`config.mk`:
```
export PLATFORM = sky130hd
export DESIGN_NAME = oh_scanctrl
export DESIGN_NICKNAME = d
export VERILOG_FILES = /design/src/rtl/oh_scanctrl.sv
export SDC_FILE = /design/constraint.sdc
export NUM_CORES = 1
export LEC_CHECK = 0
export ABC_AREA = 1
export ABC_CLOCK_PERIOD_IN_PS = 1620
export BUFFER_PORTS_ARGS = -buffer_cell sky130_fd_sc_hd__buf_2
export CORE_ASPECT_RATIO = 1.75
export CORE_MARGIN = 3
export CORE_UTILIZATION = 50
export CTS_CLUSTER_SIZE = 25
export DETAILED_ROUTE_END_ITERATION = 10
export GPL_ROUTABILITY_DRIVEN = 0
export PLACE_DENSITY = 0.8
export SYNTH_ARGS = -nofsm -noshare
export SYNTH_HDL_FRONTEND = slang
export SYNTH_SLANG_ARGS = --single-unit
```
`constraint.sdc`:
```
create_clock -name clk -period 1.62 [get_ports clk]
set_clock_uncertainty 0.15 [all_clocks]
set_input_delay 0.243 -clock clk [delete_from_list [all_inputs] [get_ports clk]]
set_output_delay 0.243 -clock clk [all_outputs]
set_load 0.01 [all_outputs]
```
`src/rtl/oh_scanctrl.sv`:
```
// Scan-test controller: serially loads a pattern into an N-flop scan chain,
// pulses one capture cycle, unloads the response and compares it under a mask.
module oh_scanctrl #(
  parameter int N  = 32,
  parameter int CW = $clog2(N+1)
) (
  input  logic         clk,
  input  logic         reset,
  input  logic         start,
  input  logic [N-1:0] pattern,
  input  logic [N-1:0] expected,
  input  logic [N-1:0] mask,
  output logic         se,
  output logic         si,
  input  logic         so,
  output logic         busy,
  output logic         done,
  output logic         pass,
  output logic [N-1:0] response
);

  typedef enum logic [2:0] {IDLE, LOAD, CAPT, UNLOAD, DONE} state_t;

  localparam logic [CW-1:0] LAST = CW'(N-1);

  state_t        state_q, state_d;
  logic [CW-1:0] cnt_q, cnt_d;
  logic [N-1:0]  pat_q, pat_d, exp_q, exp_d, msk_q, msk_d;
  logic [N-1:0]  rsh_q, rsh_d, resp_q, resp_d;
  logic          se_q, se_d, si_q, si_d, busy_q, busy_d;
  logic          done_q, done_d, pass_q, pass_d;
  logic [N-1:0]  ld_sh, cap_d;

  always_comb begin
    state_d = state_q;
    cnt_d   = cnt_q;
    pat_d   = pat_q;
    exp_d   = exp_q;
    msk_d   = msk_q;
    rsh_d   = rsh_q;
    resp_d  = resp_q;
    se_d    = se_q;
    si_d    = si_q;
    busy_d  = busy_q;
    done_d  = 1'b0;
    pass_d  = pass_q;
    // Outputs are registered, so si for the next LOAD cycle is the bit after
    // the one currently on the wire: pattern[N-2-cnt].
    ld_sh   = pat_q << (cnt_q + CW'(1));
    cap_d   = {rsh_q[N-2:0], so};
    case (state_q)
      IDLE: begin
        se_d   = 1'b0;
        si_d   = 1'b0;
        busy_d = 1'b0;
        if (start) begin
          pat_d   = pattern;
          exp_d   = expected;
          msk_d   = mask;
          cnt_d   = '0;
          state_d = LOAD;
          se_d    = 1'b1;
          si_d    = pattern[N-1];
          busy_d  = 1'b1;
        end
      end
      LOAD: begin
        si_d = ld_sh[N-1];
        if (cnt_q == LAST) begin
          state_d = CAPT;
          se_d    = 1'b0;
          si_d    = 1'b0;
          cnt_d   = '0;
        end else begin
          cnt_d = cnt_q + CW'(1);
        end
      end
      CAPT: begin
        state_d = UNLOAD;
        se_d    = 1'b1;
        si_d    = 1'b0;
        cnt_d   = '0;
      end
      UNLOAD: begin
        rsh_d = cap_d;
        if (cnt_q == LAST) begin
          state_d = DONE;
          se_d    = 1'b0;
          busy_d  = 1'b0;
          done_d  = 1'b1;
          resp_d  = cap_d;
          pass_d  = ~|((cap_d ^ exp_q) & msk_q);
          cnt_d   = '0;
        end else begin
          cnt_d = cnt_q + CW'(1);
        end
      end
      DONE: begin
        state_d = IDLE;
      end
      default: begin
        state_d = IDLE;
        se_d    = 1'b0;
        si_d    = 1'b0;
        busy_d  = 1'b0;
      end
    endcase
  end

  always_ff @(posedge clk) begin
    if (reset) begin
      state_q <= IDLE;
      cnt_q   <= '0;
      pat_q   <= '0;
      exp_q   <= '0;
      msk_q   <= '0;
      rsh_q   <= '0;
      resp_q  <= '0;
      se_q    <= 1'b0;
      si_q    <= 1'b0;
      busy_q  <= 1'b0;
      done_q  <= 1'b0;
      pass_q  <= 1'b0;
    end else begin
      state_q <= state_d;
      cnt_q   <= cnt_d;
      pat_q   <= pat_d;
      exp_q   <= exp_d;
      msk_q   <= msk_d;
      rsh_q   <= rsh_d;
      resp_q  <= resp_d;
      se_q    <= se_d;
      si_q    <= si_d;
      busy_q  <= busy_d;
      done_q  <= done_d;
      pass_q  <= pass_d;
    end
  end

  assign se       = se_q;
  assign si       = si_q;
  assign busy     = busy_q;
  assign done     = done_q;
  assign pass     = pass_q;
  assign response = resp_q;

endmodule

```
==> metrics.md, run 1 <==
| Metric | Value |
|---|---|
| Seq/Total Area, Yosys | 49.3% |
| Initial Util | between 50% and 60% |
| Max Cap Viol | 0 |
| Die area | between 15000 and 20000 um2 |
| Yosys top cell by area | dfxtp_1 |
| Yosys cell types | 28 |
| Nets | 1296 |
| DR vias/cell | approximately 5.5 |
| Total wire length | 25.0 mm |
| Failing checks | hold timing, setup timing |
| Die Span X | 95.6 um |
| CTS Buf Count | 17 |
| TritonCTS Sinks | 173 |
| Hold Crit Class | in2reg |
| Hold Slack | -0.0142 ns |
| Max clock buf depth | 2 |
| Final Cycle Share | 109% |
| Critical path type | reg2reg |
| Core ar. | 13600 um2 |
| Worst-case reg-to-reg path depth | 8 |
| PortBufs | 136 |
| Worst path required time | 1.76 ns |
| Post-synth top area share | between 40% and 50% |
| Main synth FF type | dfxtp_1 |
| Reg clk slew, reported paths | 0.07 ns |
| Tot Pwr | 11.2 mW |
| Total GRT Usage | a little over a quarter |
| Crit. End Element | flip-flop |
| RSZ-0062 raised after global routing | true |
| Overall via count from detail_route | approximately 7600 |
| Slew of the pin with the lowest slew margin | approximately 0.36 ns |
| Rows | 56 |
| Final Max Tran Viols | 0 |
| Count leader, synth | dfxtp_1 |
| Htree depth | 4 |
| Cells on Worst Hold Path | 3 |
| Syn avg cell area | roughly 7.5 um2 |
| Max Fclk | 0.565 GHz |
| Final WS setup | -0.151 ns |
| Multi-input gate area | ~3400 um2 |
| # IOs | 137 |
| Largest net degree at the start of global routing | 87 |
| Detailed Place HPWL | between 10 and 15 mm |
| Count of final hold-check violations | 2 |
| Layout overhead on the synthesized area | 48.9% |
| CP Max Fanout | 14 |
| Fillers | between 800 and 900 |
| Clock latency at the later pin of the worst-skew pair | roughly 0.42 ns |
| Post-Synthesis Cell Area | around 7000 um2 |
| Seq cells post-synth | 173 |
| Height of the die | 163 um |
| Initial DRC count | roughly 590 |
| Top cells by area, synth | dfxtp_1 49%, o21ai_0 10%, nor2_1 8.4%, a21oi_1 6.2%, nand2_1 5.3% |
| Number of flops mapped to enable cells by yosys | 0 |
| Post-DRT Antenna Nets | 0 |
| First-pass GRT wire length | 33.5 mm |
| Syn Inst Count | 936 |
| Vias in the first global route | slightly above 7000 |
| Relative slew slack | between 70% and 80% |
| Critical Path Start Type | flip-flop |
| Per-cell routed wire length | 18.1 um |
| DRC | 0 |
| PD cells | ~1100 nW/um2 |
| Seq. cell area | 3470 um2 |
| Initial antenna violation count | 3 |
| Leak | roughly 4.5 nW |
| Final min period | 1.77 ns |
| # setup viols final | 16 |
| Pre-antenna DRT Iters | 6 |
| Critical path arrival | 1.91 ns |
| Layout cells sized above 1 | approximately a third |
| CP peak stage delay | 0.34 ns |
| Post-synth top cells | 173 x dfxtp_1, 158 x nor2_1, 146 x o21ai_0, 100 x nand2_1, 87 x a21oi_1 |
| Root buffer selected by CTS | clkbuf_16 |
| Post-Syn Nets | between 1000 and 1500 |
| Outcome | finished with violations |
| Yosys warns | 0 |
| Peak supply drop | 0.759 mV |
| CTS tree | built |
| Post-synth ARST share | 0% |
| Final Cell Area | 10500 um2 |
| Critical-path cell list | nor2_4 > inv_2 > nor3_4 > buf_6 > inv_16 > buf_12 > o21ai_2 > a21oi_1 |
| Post-DP Area | 8220 um2 |
| Grt total ovfl | 0 |
| Critical path's slowest cell | dfxtp_2 |
## layer usage
metal	up-vias	track usage [%]	part of all wire (%)
li1	3593	-	-
met1	3539	27.8	34
met2	372	48.8	53
met3	135	6.06	6.2
met4	0	17.0	7.2
met5	-	0	0
## power breakdown
part / internal, mW / leakage (nW) / switching, mW
clock network: 2.22 / 0.292 / 1.89
logic: 1.02 / 2.81 / 1.28
registers: 4.59 / 1.42 / 0.209
total: 7.82 / 4.52 / 3.38
## flip-flops by register name (all words and copies together) (netlist names)
register / flops
exp_q: 32
msk_q: 32
pat_q: 32
response: 32
rsh_q: 31
cnt_q: 6
state_q: 3
busy: 1
done: 1
pass: 1
se: 1
si: 1
## cell families (layout without fill, tap and decap cells)
| logic type | Yosys count | after routing | share of synthesized area [%] |
|---|---|---|---|
| AND/OR/NAND/NOR | 347 | 347 | 20.9 |
| AO/OA/AOI/OAI | 267 | 267 | 20.7 |
| flip-flops | 173 | 173 | 49.3 |
| buffers and inverters | 143 | 415 | 8.35 |
| XOR/XNOR | 5 | 5 | 0.623 |
| adder cells (fa/ha/maj) | 1 | 1 | 0.178 |
| other | 0 | 2 | 0 |
## critical path, delay by kind of cell (launching register included)
kind | cells | cell delay [ns]
DFF | 1 | 0.34
AOI/OAI and AO/OA | 2 | 0.34
and+or+nand+nor | 2 | 0.35
buffers and inverters | 4 | 0.48
## worst paths after layout
| kind | start | to | slack, ns |
|---|---|---|---|
| min | expected[0] | exp_q[0] | -0.01 |
| max | state_q[0] | pat_q[11] | -0.15 |
| max reg2reg | state_q[0] | pat_q[11] | -0.15 |
| min reg2reg | pat_q[17] | pat_q[17] | 0.31 |
## area by class of cell
class	count	area share, %
flip-flops and latches	173	33.1
clock buffers	17	4.06
repair buffers	293	23.5
well taps	174	2.08
multi-input cells	620	32.1
repair inverters	1	0.0598
diodes	2	0.0478
clock inverters	15	1.61
inverters	89	3.43
## layout by cell type, fill, tap and decap left out, types with 24 or more instances in the layout
| cell | count |
|---|---|
| a21oi_1 | 86 |
| buf_2 | 136 |
| buf_4 | 26 |
| clkbuf_16 | 24 |
| dfxtp_1 | 170 |
| dlygate4sd3_1 | 94 |
| inv_1 | 77 |
| nand2_1 | 98 |
| nand3_1 | 70 |
| nor2_1 | 102 |
| nor2_2 | 44 |
| o21ai_0 | 100 |
| o21ai_2 | 62 |
## repair_timing
| item | 4_1_cts | 5_1_grt |
|---|---|---|
| buffers inserted | 3 | 8 |
| cloned | 1 | 9 |
| setup endpoints to repair | 37 | 140 |
| resized for setup | 8 | 178 |
| endpoints found under the hold margin | 93 | 1 |
| pin swaps | 1 | 26 |
| hold buffers | 93 | 1 |
## through the flow
| stage | utilization, % | TNS, ns | std cells | setup WS [ns] |
|---|---|---|---|---|
| final | 77.0 | -0.472 | 1384 | -0.151 |
| after global routing | 77.0 | -7.62 | 1384 | -0.289 |
| after CTS | 72.0 | -0.0165 | 1366 | -0.0114 |
| after detailed placement | 60.5 | -3.39 | 1237 | -0.123 |
| after global placement | 60.5 | -2.56 | 1237 | -0.0859 |
| after floorplan | - | 0 | 936 | 0.00750 |
Power figures use the tool's default switching activity.
==> run 2: changes to the inputs <==
RECOVER_POWER = 25   (was not set)
==> run 2 against run 1 <==
Effect of this change: the flow still finishes with violations (hold timing, setup timing); clock-buffer cell count did not move; total power rose by 0.12%; non-clock buffer count did not move; via count rose by 0.90%; global-route usage did not move; design area fell by 0.26%; combinational power barely moved; largest power group unchanged; highest routed layer unchanged.
==> metrics.md, run 2 (synthesized netlist as in run 1, its figures left out) <==
| Metric | Value |
|---|---|
| RSZ-0062 raised after global routing | true (unchanged) |
| Critical-path cell list | nor2_4 > inv_2 > nor3_4 > buf_6 > inv_16 > buf_12 > o21ai_2 > a21oi_1 (unchanged) |
| Final min period | 1.77 ns (about the same) |
| # setup viols final | 16 (unchanged) |
| Max Cap Viol | 0 (unchanged) |
| PD cells | 1070 nW/um2 (about the same) |
| Max clock buf depth | 2 (unchanged) |
| Initial Util | 51.7% (unchanged) |
| Relative slew slack | 75.9% (was 76.2%) |
| Clock Power Share | 36.7% (about the same) |
| Placed Cells | 1237 (unchanged) |
| Layout overhead on the synthesized area | 48.5% (was 48.9%) |
| Largest net degree at the start of global routing | 87 (unchanged) |
| Failing checks | hold timing, setup timing (unchanged) |
| Die Span X | 95.6 um (unchanged) |
| Switching part of the total | 30.3% (was 30.2%) |
| CTS tree | built (unchanged) |
| TritonCTS Sinks | 173 (unchanged) |
| Total wire length | 25.1 mm (was 25.0 mm) |
| Hold Crit Class | in2reg (unchanged) |
| Final core occ | 76.8% (was 77.0%) |
| Nets | 1296 (unchanged) |
| CTS Buf Count | 17 (unchanged) |
| Internal power | 7.82 mW (about the same) |
| Initial antenna violation count | 3 (unchanged) |
| Worst path required time | 1.77 ns (was 1.76 ns) |
| First-pass GRT wire length | 33.5 mm (unchanged) |
| Root buffer selected by CTS | clkbuf_16 (unchanged) |
| Detailed Place HPWL | 12.8 mm (unchanged) |
| Reg power frac | 42.7% (was 42.8%) |
| Most frequent cells in the layout | 170 x dfxtp_1, 112 x buf_2, 102 x nor2_1 (was 170 x dfxtp_1, 136 x buf_2, 102 x nor2_1) |
| Critical Path Start Type | flip-flop (unchanged) |
| Leak | 4.42 nW (was 4.52 nW) |
| Crit. End Element | flip-flop (unchanged) |
| Layout cells sized above 1 | 29.7% (was 31.7%) |
| Rows | 56 (unchanged) |
| CP Max Fanout | 14 (unchanged) |
| Clock latency at the later pin of the worst-skew pair | 0.42 ns (about the same) |
| Critical path arrival | 1.91 ns (about the same) |
| Vias in the first global route | 7256 (unchanged) |
| Reg clk slew, reported paths | 0.07 ns (about the same) |
| DRC | 0 (unchanged) |
| Pre-antenna DRT Iters | 5 (was 6) |
| Critical path type | reg2reg (unchanged) |
| Max Fclk | 0.565 GHz (about the same) |
| Final Max Tran Viols | 0 (unchanged) |
| Grt total ovfl | 0 (unchanged) |
| Comb power frac | 20.5% (about the same) |
| Psw | 3.40 mW (was 3.38 mW) |
| Peak supply drop | 0.763 mV (was 0.759 mV) |
| Height of the die | 163 um (unchanged) |
| Per-cell routed wire length | 18.2 um (was 18.1 um) |
| Outcome | finished with violations (unchanged) |
| Buffers plus inverters on the worst setup path | 4 (unchanged) |
| Hold Slack | -0.0151 ns (was -0.0142 ns) |
| Overall via count from detail_route | 7708 (was 7639) |
| Die area | 15600 um2 (unchanged) |
| # IOs | 137 (unchanged) |
| DR vias/cell | 5.57 (was 5.52) |
| Core ar. | 13600 um2 (unchanged) |
| Htree depth | 4 (unchanged) |
| Non-filler cells, final | 1385 (was 1384) |
| Initial DRC count | 578 (was 592) |
| Family with the most delay on the worst path | buffers and inverters (unchanged) |
| Count of final hold-check violations | 1 (was 2) |
| Slew of the pin with the lowest slew margin | 0.361 ns (was 0.356 ns) |
| Post-DRT Antenna Nets | 0 (unchanged) |
| Critical path's slowest cell | dfxtp_2 (unchanged) |
| Total GRT Usage | 27.3% (unchanged) |
| Final setup TNS | -0.567 ns (was -0.472 ns) |
| PortBufs | 136 (unchanged) |
| CP peak stage delay | 0.34 ns (about the same) |
| Final WS setup | -0.149 ns (was -0.151 ns) |
| Final Cycle Share | 109% (about the same) |
| Commonest non-fill, non-tap cell in the layout | dfxtp_1 (unchanged) |
| Tot Pwr | 11.2 mW (about the same) |
==> run 2: final timing paths <==
| path | startpoint | endpoint | slack, ns | cells past startpoint |
|---|---|---|---|---|
| worst max-delay path | state_q[0] | pat_q[11] | -0.15 | 8 |
| worst max register to register | state_q[0] | pat_q[11] | -0.15 | 8 |
| worst min-delay path | expected[0] | exp_q[0] | -0.02 | 3 |
| worst min register to register | pat_q[17] | pat_q[17] | 0.31 | 2 |
==> run 2: cell type report <==
cell class	count	area, um2
Timing Repair inverter	1	6.26
Multi-Input combinational cell	620	3360
Tap cell	174	218
Clock buffer	17	425
Antenna cell	3	7.51
Timing Repair Buffer	293	2430
Sequential cell	173	3470
Fill cell	859	3150
Clock inverter	15	169
Inverter	89	359
==> run 2: worst reg2reg max path, cell delays in order (launching register included) <==
cell and delay (ns):
dfxtp_2 0.34, nor2_4 0.13, inv_2 0.07, nor3_4 0.22
buf_6 0.18, inv_16 0.08, buf_12 0.16, o21ai_2 0.25
a21oi_1 0.09
==> run 2: power by group through the flow <==
stage	Sequential, mW	Combinational [mW]	Clock, mW
after floorplan	4.80	0.930	0
after global placement	4.83	1.46	0
after detailed placement	4.84	1.49	0
after CTS	4.75	1.70	4.13
after global routing	4.82	2.49	4.34
final	4.79	2.30	4.12
==> run 2: metrics by stage <==
stage          instance area [um2]  setup WS, ns  hold slack (ns)
4_1_cts                       9790       -0.0114           0.0111
3_3_place_gp                  8220       -0.0859            0.291
2_1_floorplan                 7050       0.00750            0.162
3_5_place_dp                  8220        -0.123            0.294
5_1_grt                      10400        -0.289          0.00297
6_report                     10400        -0.149          -0.0151
==> run 2: what timing repair did <==
action / 4_1_cts / 5_1_grt
endpoints found under the setup margin: 37 / 140
hold buffers: 93 / 1
resized for setup: 8 / 178
pin swaps: 1 / 26
gates cloned: 1 / 9
hold endpoints to repair: 93 / 1
buffers inserted: 3 / 8
==> run 2: layer usage <==
| layer | wire (um) | track usage (%) |
|---|---|---|
| met5 | 0 | 0 |
| met4 | 1770 | 17.0 |
| met3 | 1690 | 6.06 |
| met2 | 13200 | 48.8 |
| met1 | 8440 | 27.8 |
==> run 3: changes to the inputs <==
==> constraint.sdc (replaced) <==
create_clock -name clk -period 1.62 [get_ports clk]
set_clock_uncertainty 0.15 [all_clocks]
set_input_delay 0.324 -clock clk [delete_from_list [all_inputs] [get_ports clk]]
set_output_delay 0.324 -clock clk [all_outputs]
set_load 0.01 [all_outputs]
==> run 3 against run 2 <==
Effect of this change: the run still ends with hold timing, setup timing left; via count shrank 6.6%; clock-buffer cell count is the same; sequential power is essentially flat; core utilization shrank 4.8 points; routed wire length shrank 15%; register-to-register slack lost 0.04 ns; critical path type unchanged; maximum frequency shrank 2.0%; worst setup slack lost 0.037 ns; global-route usage shrank 1.6 points; critical path depth grew 2.
==> metrics.md, run 3 (synthesized netlist as in run 1, its figures left out) <==
| Metric | Value |
|---|---|
| Post-DRT Antenna Nets | 0 (unchanged) |
| # setup viols final | 105 (was 16) |
| Relative slew slack | 76.1% (was 75.9%) |
| Critical path arrival | 2.02 ns (was 1.91 ns) |
| Fillers | 983 (was 859) |
| DRC | 0 (unchanged) |
| Detailed Place HPWL | 13.1 mm (was 12.8 mm) |
| Final Cycle Share | 111% (was 109%) |
| Max Fclk | 0.554 GHz (was 0.565 GHz) |
| Root buffer selected by CTS | clkbuf_16 (unchanged) |
| Tot Pwr | 10.7 mW (was 11.2 mW) |
| Die Span X | 95.6 um (unchanged) |
| Reg clk slew, reported paths | 0.07 ns (about the same) |
| Final Max Tran Viols | 0 (unchanged) |
| Slew of the pin with the lowest slew margin | 0.354 ns (was 0.361 ns) |
| RSZ-0062 raised after global routing | true (unchanged) |
| Final Cell Area | 9790 um2 (was 10400 um2) |
| CP peak stage delay | 0.34 ns (about the same) |
| Max clock buf depth | 2 (unchanged) |
| Total GRT Usage | 25.7% (was 27.3%) |
| WHS Endpoint | pat_q[1] (was exp_q[0]) |
| PortBufs | 136 (unchanged) |
| Count of final hold-check violations | 1 (unchanged) |
| Initial antenna violation count | 0 (was 3) |
| Outcome | finished with violations (unchanged) |
| Core ar. | 13600 um2 (unchanged) |
| Family with the most delay on the worst path | buffers and inverters (unchanged) |
| FF-to-FF Start | state_q[0] (unchanged) |
| Overall via count from detail_route | 7201 (was 7708) |
| N_diodes | 0 (was 3) |
| Worst-case reg-to-reg path depth | 10 (was 8) |
| TritonCTS Sinks | 173 (unchanged) |
| Per-cell routed wire length | 15.9 um (was 18.2 um) |
| Final min period | 1.81 ns (was 1.77 ns) |
| Initial DRC count | 441 (was 578) |
| Peak supply drop | 0.836 mV (was 0.763 mV) |
| Nets | 1259 (was 1296) |
| Layout cells sized above 1 | 28.8% (was 29.7%) |
| Buffers plus inverters on the worst setup path | 6 (was 4) |
| DR vias/cell | 5.35 (was 5.57) |
| Height of the die | 163 um (unchanged) |
| Vias in the first global route | 6945 (was 7256) |
| Clock latency at the later pin of the worst-skew pair | 0.43 ns (was 0.42 ns) |
| R2R setup slack | -0.19 ns (was -0.15 ns) |
| Die area | 15600 um2 (unchanged) |
| Crit. End Element | flip-flop (unchanged) |
| Pre-antenna DRT Iters | 5 (unchanged) |
| CTS Buf Count | 17 (unchanged) |
| CP Max Fanout | 5 (was 14) |
| Rows | 56 (unchanged) |
| Critical path type | reg2reg (unchanged) |
| CTS tree | built (unchanged) |
| Post-DP Area | 8220 um2 (about the same) |
| Cells on Worst Hold Path | 3 (unchanged) |
| Htree depth | 4 (unchanged) |
| Most frequent cells in the layout | 168 x dfxtp_1, 141 x nor2_1, 136 x buf_2 (was 170 x dfxtp_1, 112 x buf_2, 102 x nor2_1) |
| Largest net degree at the start of global routing | 79 (was 87) |
| Total wire length | 21.4 mm (was 25.1 mm) |
| R2R Path End | msk_q[31] (was pat_q[11]) |
| Commonest non-fill, non-tap cell in the layout | dfxtp_1 (unchanged) |
| Worst path required time | 1.83 ns (was 1.77 ns) |
| Hold wc startpoint | pattern[1] (was expected[0]) |
| Grt total ovfl | 0 (unchanged) |
| Critical Path Start Type | flip-flop (unchanged) |
| Failing checks | hold timing, setup timing (unchanged) |
| Max Cap Viol | 0 (unchanged) |
| First-pass GRT wire length | 31.5 mm (was 33.5 mm) |
| Initial Util | 51.7% (unchanged) |
| Final WS setup | -0.186 ns (was -0.149 ns) |
| PD cells | 1090 nW/um2 (was 1070 nW/um2) |
| Critical-path cell list | nor2_4 > inv_2 > nor3_4 > buf_6 > buf_6 > buf_8 > buf_8 > clkbuf_16 > o21ai_0 > nor2_1 (was nor2_4 > inv_2 > nor3_4 > buf_6 > inv_16 > buf_12 > o21ai_2 > a21oi_1) |
| Leak | 4.28 nW (was 4.42 nW) |
| Hold Slack | -0.000642 ns (was -0.0151 ns) |
| Critical path's slowest cell | dfxtp_2 (unchanged) |
| Layout overhead on the synthesized area | 39.2% (was 48.5%) |
| Hold Crit Class | in2reg (unchanged) |
| # IOs | 137 (unchanged) |
-- run 3: cell count changes in the layout (fill, tap and decap cells not counted), sizes merged --
cell,previous run,this run
dlygate4sd3,94,58
clkbuf,48,21
buf,168,194
diode,3,0
bufinv,1,0
clkinvlp,1,2
-- run 3: how the worst max path moves through the flow --
stage	from	endpoint	cells past startpoint
final	state_q[0]	msk_q[31]	10
after global routing	state_q[0]	msk_q[31]	10
after CTS	cnt_q[0]	response[7]	10
after detailed placement	cnt_q[0]	response[25]	10
after global placement	cnt_q[0]	response[6]	10
after floorplan	cnt_q[1]	response[25]	10
-- run 3: worst reg2reg max path, stage by stage, from the launching register on --
cell and delay (ns):
dfxtp_2 0.34, nor2_4 0.12, inv_2 0.06, nor3_4 0.18, buf_6 0.14, buf_6 0.09
buf_8 0.12, buf_8 0.15, clkbuf_16 0.16, o21ai_0 0.10, nor2_1 0.13
-- run 3: metrics by stage --
stage / setup slack, ns / cells / util (%) / hold slack (ns) / TNS, ns
after floorplan: 0.00750 / 936 / - / 0.243 / 0
after global placement: -0.0756 / 1243 / 60.4 / 0.292 / -2.21
after detailed placement: -0.130 / 1243 / 60.4 / 0.294 / -3.38
after CTS: -0.00211 / 1333 / 69.1 / 0.00134 / -0.00211
after global routing: -0.261 / 1345 / 72.0 / 0.0180 / -15.68
final: -0.186 / 1345 / 72.0 / -0.000642 / -5.94
-- run 3: cell type report --
cell class	count	area, um2	area share, %
Sequential cell	173	3470	35.4
Multi-Input combinational cell	620	3200	32.6
Timing Repair Buffer	256	1980	20.2
Clock buffer	17	425	4.35
Inverter	89	350	3.58
Tap cell	174	218	2.22
Clock inverter	15	144	1.47
Timing Repair inverter	1	6.26	0.0639
-- run 3: power breakdown --
part	switching (mW)	internal [mW]	total [mW]
clock	1.92	2.05	3.97
sequential	0.202	4.59	4.79
combinational	1.07	0.875	1.95
total	3.19	7.51	10.7
-- run 3: what timing repair did --
| item | 4_1_cts | 5_1_grt |
|---|---|---|
| hold buffers | 58 | 0 |
| pin swaps | 3 | 39 |
| gates cloned | 0 | 6 |
| endpoints found under the hold margin | 58 | 0 |
| setup buffers | 0 | 7 |
| gates resized for setup | 9 | 132 |
| endpoints found under the setup margin | 36 | 121 |
-- run 3: metal layers --
layer  share of wire (%)  vias up  global-route usage, %
met5                   0        -                      0
met4                 5.8        0                   13.4
met3                 4.5       82                   5.92
met2                  54      237                   46.9
met1                  36     3368                   26.4
li1                    -     3514                      -
